`config.mk`:
```
export PLATFORM = sky130hd
export DESIGN_NAME = srambank_arb_128x4x80
export DESIGN_NICKNAME = d
export VERILOG_FILES = /design/src/rtl/srambank_arb_128x4x80.sv
export SDC_FILE = /design/constraint.sdc
export NUM_CORES = 1
export LEC_CHECK = 0
export BUFFER_PORTS_ARGS = -buffer_cell sky130_fd_sc_hd__buf_2
export CAP_MARGIN = 10
export CORE_AREA = 2 2 201 203
export DETAILED_ROUTE_END_ITERATION = 8
export DIE_AREA = 0 0 203 205
export PLACE_DENSITY = 0.51
export SLEW_MARGIN = 40
export SYNTH_ARGS = -nofsm -noshare
export SYNTH_HDL_FRONTEND = slang
export SYNTH_SLANG_ARGS = --single-unit
```
`constraint.sdc`:
```
create_clock -name clk -period 3.3 [get_ports clk]
set_input_delay 0.825 -clock clk [delete_from_list [all_inputs] [get_ports clk]]
set_output_delay 0.825 -clock clk [all_outputs]
set_load 0.02 [all_outputs]
```
`src/rtl/srambank_arb_128x4x80.sv`:
```
// srambank_arb_128x4x80: two-port arbiter in front of a single-ported 80-bit SRAM bank.
// Define SRAMBANK_ARB_RDBUF_EN to add per-port read data hold registers.
module srambank_arb_128x4x80 #(
    parameter int PRIO_MODE = 0,
    parameter int AGE_LIMIT = 8
) (
    input  logic        clk,
    input  logic        reset,
    input  logic        a_req,
    input  logic        a_we,
    input  logic [8:0]  a_addr,
    input  logic [79:0] a_wdata,
    input  logic        b_req,
    input  logic        b_we,
    input  logic [8:0]  b_addr,
    input  logic [79:0] b_wdata,
    output logic        a_gnt,
    output logic        b_gnt,
    output logic        a_rvalid,
    output logic        b_rvalid,
    output logic [79:0] a_rdata,
    output logic [79:0] b_rdata,
    output logic [8:0]  mem_addr,
    output logic [79:0] mem_wd,
    output logic        mem_banksel,
    output logic        mem_read,
    output logic        mem_write,
    input  logic [79:0] mem_dataout
);
    typedef enum logic [1:0] {OWN_NONE = 2'd0, OWN_A = 2'd1, OWN_B = 2'd2} own_t;
    logic        ptr_q, ptr_d;
    logic [3:0]  age_q, age_d;
    own_t        own_q, own_d;
    logic [8:0]  addr_q;
    logic [79:0] wd_q;
    logic        force_b, a_win;
    always_comb begin
        force_b     = PRIO_MODE != 0 && b_req && age_q == 4'(AGE_LIMIT);
        a_win       = PRIO_MODE == 0 ? (!b_req || !ptr_q) : !force_b;
        a_gnt       = !reset && a_req && a_win;
        b_gnt       = !reset && b_req && !a_gnt;
        mem_banksel = a_gnt || b_gnt;
        mem_write   = a_gnt ? a_we : (b_gnt && b_we);
        mem_read    = mem_banksel && !mem_write;
        mem_addr    = a_gnt ? a_addr : (b_gnt ? b_addr : addr_q);
        mem_wd      = a_gnt ? a_wdata : (b_gnt ? b_wdata : wd_q);
        ptr_d       = a_gnt ? 1'b1 : (b_gnt ? 1'b0 : ptr_q);
        age_d       = (!b_req || b_gnt) ? 4'd0 : (age_q == 4'd15 ? age_q : age_q + 4'd1);
        own_d       = (a_gnt && !a_we) ? OWN_A : ((b_gnt && !b_we) ? OWN_B : OWN_NONE);
    end
    always_ff @(posedge clk) begin
        if (reset) begin
            ptr_q  <= 1'b0;
            age_q  <= 4'd0;
            own_q  <= OWN_NONE;
            addr_q <= 9'd0;
            wd_q   <= 80'd0;
        end else begin
            ptr_q  <= ptr_d;
            age_q  <= age_d;
            own_q  <= own_d;
            addr_q <= mem_addr;
            wd_q   <= mem_wd;
        end
    end
    // Gating with reset kills a read granted just before reset asserts.
    assign a_rvalid = !reset && own_q == OWN_A;
    assign b_rvalid = !reset && own_q == OWN_B;
`ifdef SRAMBANK_ARB_RDBUF_EN
    logic [79:0] a_buf_q, b_buf_q;
    always_ff @(posedge clk) begin
        if (reset) begin
            a_buf_q <= 80'd0;
            b_buf_q <= 80'd0;
        end else begin
            if (a_rvalid) a_buf_q <= mem_dataout;
            if (b_rvalid) b_buf_q <= mem_dataout;
        end
    end
    assign a_rdata = a_rvalid ? mem_dataout : a_buf_q;
    assign b_rdata = b_rvalid ? mem_dataout : b_buf_q;
`else
    assign a_rdata = mem_dataout;
    assign b_rdata = mem_dataout;
`endif
endmodule

```
# == Yosys cells after proc, flatten, opt, wreduce, memory -nomap -nowiden ==
# Index checks and enable logic that the tools add are counted.
# op_classes
n_shift,0
mul,0
bitwise,0
muxes,9
n_addsub,0
n_reduce_logical,21
magnitude_cmp,0
n_div,0
n_eq_ne,2
# ops
op,n
80-bit 2-to-1 mux,2
9-bit 2-to-1 mux,2
1-bit logical AND,10
1-bit logical NOT,7
1-bit 2-to-1 mux,4
"2-bit by 1-bit == test with 1-bit output, second input constant",1
"2-bit == test, second input constant",1
1-bit logical OR,2
2-bit 2-to-1 mux,1
2-bit nonzero test,1
2-bit OR reduction,1
# word_totals
ramBits,0
rom_bits,0
out_inout_bits,256
n_memories,0
latchBits,0
register_bits,92

# == Longest topological paths before layout ==
# Gate-level depths: netlist of run 1.
# logic_depth
word_depth,9
ltp_mapped,6
depth_no_buf,4

# == Worst setup path after synthesis of run 1 ==
# Ideal clock, no wire load.
# synth_path
path_kind,input -> output
startpoint,in b_req
endpoint,out mem_wd[71]
t_required_ns,2.475
setup_slack_ns,0.550
arrival_time_ns,1.925
cell_stages,6
path_cell_list,buf_4 nand2b_1 buf_2 clkbuf_1 nand2_1 a31oi_1
# synth_between
elab_chain_len,7
word_cells_on_any_way,8
# synth_lines
element,line_no,rtl
"start, declared",13,"input logic b_req,"
1-bit logical NOT,n/a,
1-bit logical OR,39,a_win = PRIO_MODE == 0 ? (!b_req || !ptr_q) : !force_b;
1-bit logical AND,40,a_gnt = !reset && a_req && a_win;
1-bit logical NOT,41,b_gnt = !reset && b_req && !a_gnt;
1-bit logical AND,41,
80-bit 2-to-1 mux,46,mem_wd = a_gnt ? a_wdata : (b_gnt ? b_wdata : wd_q);
80-bit 2-to-1 mux (*),46,
"end, declared",24,"output logic [79:0] mem_wd,"
# Every way passes the cells marked *; elsewhere a longest branch is shown, timed or not.

# == Worst setup path in the final report of run 1 ==
# layout_path
startpoint,in b_req
endpoint,out mem_wd[46]
# The elaborated chain is that of the path after synthesis.

==> metrics.md, run 1 <==
| Metric | Value |
|---|---|
| Outcome | `complete, no violations` |
| Critical Path Start Type | `input port` |
| Critical Path AT | `2.25 ns` |
| Most frequent cells in the layout | `277 x buf_2, 199 x nand2_1, 92 x dfxtp_1` |
| CP top delay family | `buffers and inverters` |
| Final HPWL DP | `17,700 um` |
| Max-Cap Viols | `0` |
| Mapped Avg Cell Area | `7.57 sq um` |
| Minimum clock period | `3.07 ns` |
| Slowest cell on the critical path | `buf_4` |
| DRT iter0 DRCs | `276` |
| Synth Warn # | `0` |
| Die Ht | `205 um` |
| Setup Total Neg Slack | `0 ns` |
| Port-buffer cells | `279` |
| Met3 Use GR | `0.0433` |
| CTS Buf Count | `9` |
| Net count after synthesis | `1,148` |
| Net count, final | `1,225` |
| Cts-stage hold buffer count | `0` |
| FF+latch count, synth | `92` |
| Final Cycle Share | `0.932` |
| Final setup skew | `0.00984 ns` |
| FP Rows | `73` |
| First-pass GRT wire length | `36,100 um` |
| Syn-to-layout area delta | `16.2%` |
| CORE AREA | `39,400 sq um` |
| Slew @ Worst Pin | `0.720 ns` |
| CTS max path bufs | `2` |
| Via count | `6,588` |
| Die X-Extent | `203 um` |
| Dpl ws | `0.168 ns` |
| Synth Instances | `884` |
| Post-DRT Antenna Nets | `0` |
| Layout cell share with drive strength beyond 1 | `0.349` |
| Non-Filler Instances | `1,492` |
| Overall global routing resource usage | `0.114` |
| Post-cts sizing count | `0` |
| RSZ-0062 raised after global routing | `no` |
| Critical path endpoint category | `output pin` |
| CTS Root Cell | `clkbuf_16` |
| Initial core utilization | `0.170` |
| FILL cells | `4,487` |
| Seq/Total Area, Yosys | `0.275` |
| Worst-Skew Late Latency | `0.37 ns` |
| Clock Sinks | `92` |
| TritonRoute pass-1 iters | `4` |
| Clock input transition at the sequential cells of the worst setup and hold paths | `0.07 ns` |
| Final Max Tran Viols | `0` |
| Vias in the first global route | `6,393` |
| RD Place Congestion | `0.757` |
| Maximum vdd drop | `0.000226 V` |
| Post CTS Setup Buffer Count | `0` |
| Mapped cell area | `6700 sq um` |
| Pwr/cell area | `422 nW/um^2` |
| Htree depth | `3` |
| WS Path Type | `input port to output pin` |
| Final worst setup slack | `0.226 ns` |
| Ports | `520` |
| Req. time, crit path | `2.47 ns` |
| Post-DR wirelength/cell | `16.5 um` |
| Crit path max fanout | `26` |
| P_leak | `3.29 nW` |
| Post-route DRC | `0` |
| CP Cell Sequence | `buf_4, a21o_2, buf_4, nor3_1, a31oi_1, buf_2` |
| HP Class | `flop to flop` |
| Most used cell, CP | `buf_4` |
| Rel. slew slack | `0.520` |
| Total gr overflow | `0` |
| Finish-stage setup viols | `0` |
| Fin util | `0.198` |
| Initial antenna violation count | `1` |
| Cells after DPL | `1,475` |
| Met1 Resource Use GR | `0.124` |
| Worst path buffer plus inverter count | `3` |
| Largest net degree at the start of global routing | `78` |
| CTS tree | `done` |
| GR peak layer | `met2` |
| Vias/cell | `4.42` |
| Commonest non-fill, non-tap cell in the layout | `buf_2` |
| Met2 Use GR | `0.187` |
| Distinct cells, synth | `26` |
| CP max stage delay | `0.39 ns` |
| Final hold violations | `0` |
| Max Freq | `325 MHz` |
| WL final | `24,600 um` |
| DIE AREA | `41,600 sq um` |
path summary, 6_finish.rpt:
| kind | start | to | slack [ns] | cells after the start |
|---|---|---|---|---|
| worst max-delay path | b_req | mem_wd[46] | 0.23 | 6 |
| worst min-delay path | wd_q[68] | wd_q[68] | 0.49 | 2 |
| worst max register to register | ptr_q | wd_q[39] | 1.74 | 4 |
| worst min register to register | wd_q[68] | wd_q[68] | 0.49 | 2 |
power by group:
part	total [W]	leakage, nW	switching, W	internal, W
sequential	0.00125	0.764	0.0000448	0.00120
combinational	0.000979	2.39	0.000602	0.000377
clock	0.00106	0.134	0.000534	0.000524
through the flow:
stage                     total power (W)  cell area [sq um]  hold WS [ns]
final                             0.00329               7780         0.486
after global routing              0.00349               7780         0.511
after CTS                         0.00338               7780         0.490
after detailed placement          0.00226               7490         0.470
after global placement            0.00225               7490         0.464
after floorplan                   0.00215               6700         0.453
sequential cells by signal (all words and copies together) (netlist names):
name    count
addr_q      9
own_q       2
ptr_q       1
wd_q       80
synth_stat cells (all sizes together):
cell    instances  area (sq um)
a211oi         69           568
nand3          21           105
nor2            4          15.0
o21ai           1          5.00
buf           200          1420
a21oi           1          8.76
inv             3          11.3
nor2b           1          6.26
nand2         200           751
mux2i          69           691
a31oi          69           432
dfxtp          92          1840
nand2b          1          6.26
a21o            1          7.51
o211ai         40           300
clkbuf         37           139
nor3           71           360
nor3b           2          15.0
o211a           1          10.0
o21bai          1          7.51
kinds of logic after synthesis:
logic type | share of synthesized area
AND/OR/NAND/NOR | 0.188
buffers and inverters | 0.234
AO/OA/AOI/OAI | 0.200
flip-flops | 0.275
multiplexers | 0.103
cell type report:
class                   count  area (sq um)  share of cell area
well taps                 525           657              0.0844
clock inverters             7          61.3             0.00788
clock buffers               9           225              0.0289
inverters                   3          11.3             0.00145
flip-flops and latches     92          1840               0.237
repair buffers            303          1670               0.215
diodes                      1          2.50            0.000322
multi-input cells         552          3310               0.426
worst min-delay path, cell delays in order (launching register included):
cell	delay, ns
dfxtp_1	0.32
nand2_1	0.05
o211ai_1	0.07
routing by layer:
layer	vias up	wire [um]
met5	-	0
met2	295	11600
li1	3130	-
met3	102	2260
met1	3061	9480
met4	0	1290
Note: power is estimated with default switching activity, not from simulation.
==> inputs of run 2 (changes only) <==
--- a/config.mk
+++ b/config.mk
@@ -10,7 +10,7 @@
 export CORE_AREA = 2 2 201 203
 export DETAILED_ROUTE_END_ITERATION = 8
 export DIE_AREA = 0 0 203 205
-export PLACE_DENSITY = 0.51
+export PLACE_DENSITY = 0.47
 export SLEW_MARGIN = 40
 export SYNTH_ARGS = -nofsm -noshare
 export SYNTH_HDL_FRONTEND = slang
==> metrics.md, run 2 (same netlist as run 1, synthesis figures left out) <==
| Metric | Value |
|---|---|
| Outcome | `complete, no violations` |
| Post-DRT Antenna Nets | `0` |
| CP top delay family | `buffers and inverters` |
| Top Registers | `wd_q x80, addr_q x9, own_q x2` |
| Initial antenna violation count | `3` |
| Req. time, crit path | `2.47 ns` |
| Max Freq | `334 MHz` |
| TritonRoute pass-1 iters | `4` |
| Vias in the first global route | `6,501` |
| Post-route cell area | `7840 sq um` |
| Final Max Tran Viols | `0` |
| CP Cell Sequence | `buf_4, a21o_2, buf_4, buf_4, nor3_1, a31oi_1, buf_2` |
| WL final | `25,900 um` |
| Hold slack | `0.486 ns` |
| Port-buffer cells | `279` |
| Area after DPL | `7500 sq um` |
| RSZ-0062 raised after global routing | `no` |
| Overall global routing resource usage | `0.121` |
| Cts-stage hold buffer count | `0` |
| Commonest non-fill, non-tap cell in the layout | `buf_2` |
| Post-cts sizing count | `0` |
| Minimum clock period | `2.99 ns` |
| Max-Cap Viols | `0` |
| CP max stage delay | `0.26 ns` |
| CTS tree | `done` |
| Largest Register | `wd_q` |
| Slowest cell on the critical path | `buf_4` |
| WS Path Type | `input port to output pin` |
| CTS max path bufs | `2` |
| Initial core utilization | `0.170` |
| FILL cells | `4,439` |
| Rel. slew slack | `0.526` |
| Maximum vdd drop | `0.000222 V` |
| Slew @ Worst Pin | `0.712 ns` |
| CTS Buf Count | `9` |
| Via count | `6,597` |
| Vias/cell | `4.42` |
| FP Rows | `73` |
| Post-DR wirelength/cell | `17.4 um` |
| Post-route DRC | `0` |
| CTS Root Cell | `clkbuf_16` |
| Final worst setup slack | `0.306 ns` |
| Net count, final | `1,225` |
| Die X-Extent | `203 um` |
| Ports | `520` |
| Dpl ws | `0.278 ns` |
| CORE AREA | `39,400 sq um` |
| Max FFs per register | `80` |
| Final Cycle Share | `0.907` |
| Finish-stage setup viols | `0` |
| Die Ht | `205 um` |
| Final HPWL DP | `18,400 um` |
| Setup Total Neg Slack | `0 ns` |
| First-pass GRT wire length | `38,100 um` |
| P_leak | `3.32 nW` |
| Worst-Skew Late Latency | `0.37 ns` |
| HP Class | `flop to flop` |
| Clock Sinks | `92` |
| Htree depth | `3` |
| Layout cell share with drive strength beyond 1 | `0.349` |
| Post CTS Setup Buffer Count | `0` |
| Most frequent cells in the layout | `277 x buf_2, 199 x nand2_1, 92 x dfxtp_1` |
| Pwr/cell area | `441 nW/um^2` |
| Critical Path Start Type | `input port` |
| Clock input transition at the sequential cells of the worst setup and hold paths | `0.07 ns` |
| Final setup skew | `0.00761 ns` |
| DIE AREA | `41,600 sq um` |
| Critical Path AT | `2.17 ns` |
| Syn-to-layout area delta | `17.1%` |
| Largest net degree at the start of global routing | `75` |
| Crit path max fanout | `32` |
| Final hold violations | `0` |
| Most used cell, CP | `buf_4` |
| RD Place Congestion | `0.759` |
| DRT iter0 DRCs | `305` |
| Worst path buffer plus inverter count | `4` |
| Critical path endpoint category | `output pin` |
| Total gr overflow | `0` |
[run 2: cell count changes in the layout (fill, tap and decap cells not counted)]
cell / change
buf_12: +1
buf_4: -1
bufinv_16: +2
clkbuf_8: +2
clkinv_4: -2
inv_6: -1
inv_8: -1
[run 2: stage by stage]
stage | util | std cells | power [W]
final | 0.199 | 1492 | 0.00346
after global routing | 0.199 | 1492 | 0.00366
after CTS | 0.199 | 1491 | 0.00355
after detailed placement | 0.191 | 1475 | 0.00227
after global placement | 0.191 | 1475 | 0.00227
after floorplan | - | 884 | 0.00215
[run 2: worst register-to-register path, delay by kind of cell, from the launching register on]
family                 cells  cell delay (ns)
AND/OR/NAND/NOR            1             0.06
AO/OA/AOI/OAI              2             0.36
flip-flops                 1             0.37
buffers and inverters      2             0.63
[run 2: metal layers]
metal	up-vias	GRT usage	part of all wire
li1	3124	-	-
met1	3071	0.135	0.40
met2	306	0.196	0.47
met3	92	0.0407	0.084
met4	4	0.0792	0.052
met5	-	0	0.00089
[run 2: area by class of cell]
type                    instances  area [sq um]  area share
diodes                          1          2.50    0.000319
clock buffers                  11           253      0.0322
clock inverters                 5          83.8      0.0107
inverters                       3          11.3     0.00144
multi-input cells             552          3310       0.422
flip-flops and latches         92          1840       0.235
well taps                     525           657      0.0838
repair buffers                303          1680       0.214
[run 2: report_power, final]
part,total [W],switching (W),internal [W]
Sequential,0.00125,0.0000454,0.00120
Clock,0.00122,0.000512,0.000708
Combinational,0.000989,0.000612,0.000378
[run 2: final timing paths]
check | slack [ns] | endpoint | cells past startpoint | startpoint
worst max-delay path | 0.31 | mem_wd[45] | 7 | b_req
worst min-delay path | 0.49 | wd_q[70] | 2 | wd_q[70]
worst max register to register | 1.81 | wd_q[45] | 5 | ptr_q
worst min register to register | 0.49 | wd_q[70] | 2 | wd_q[70]
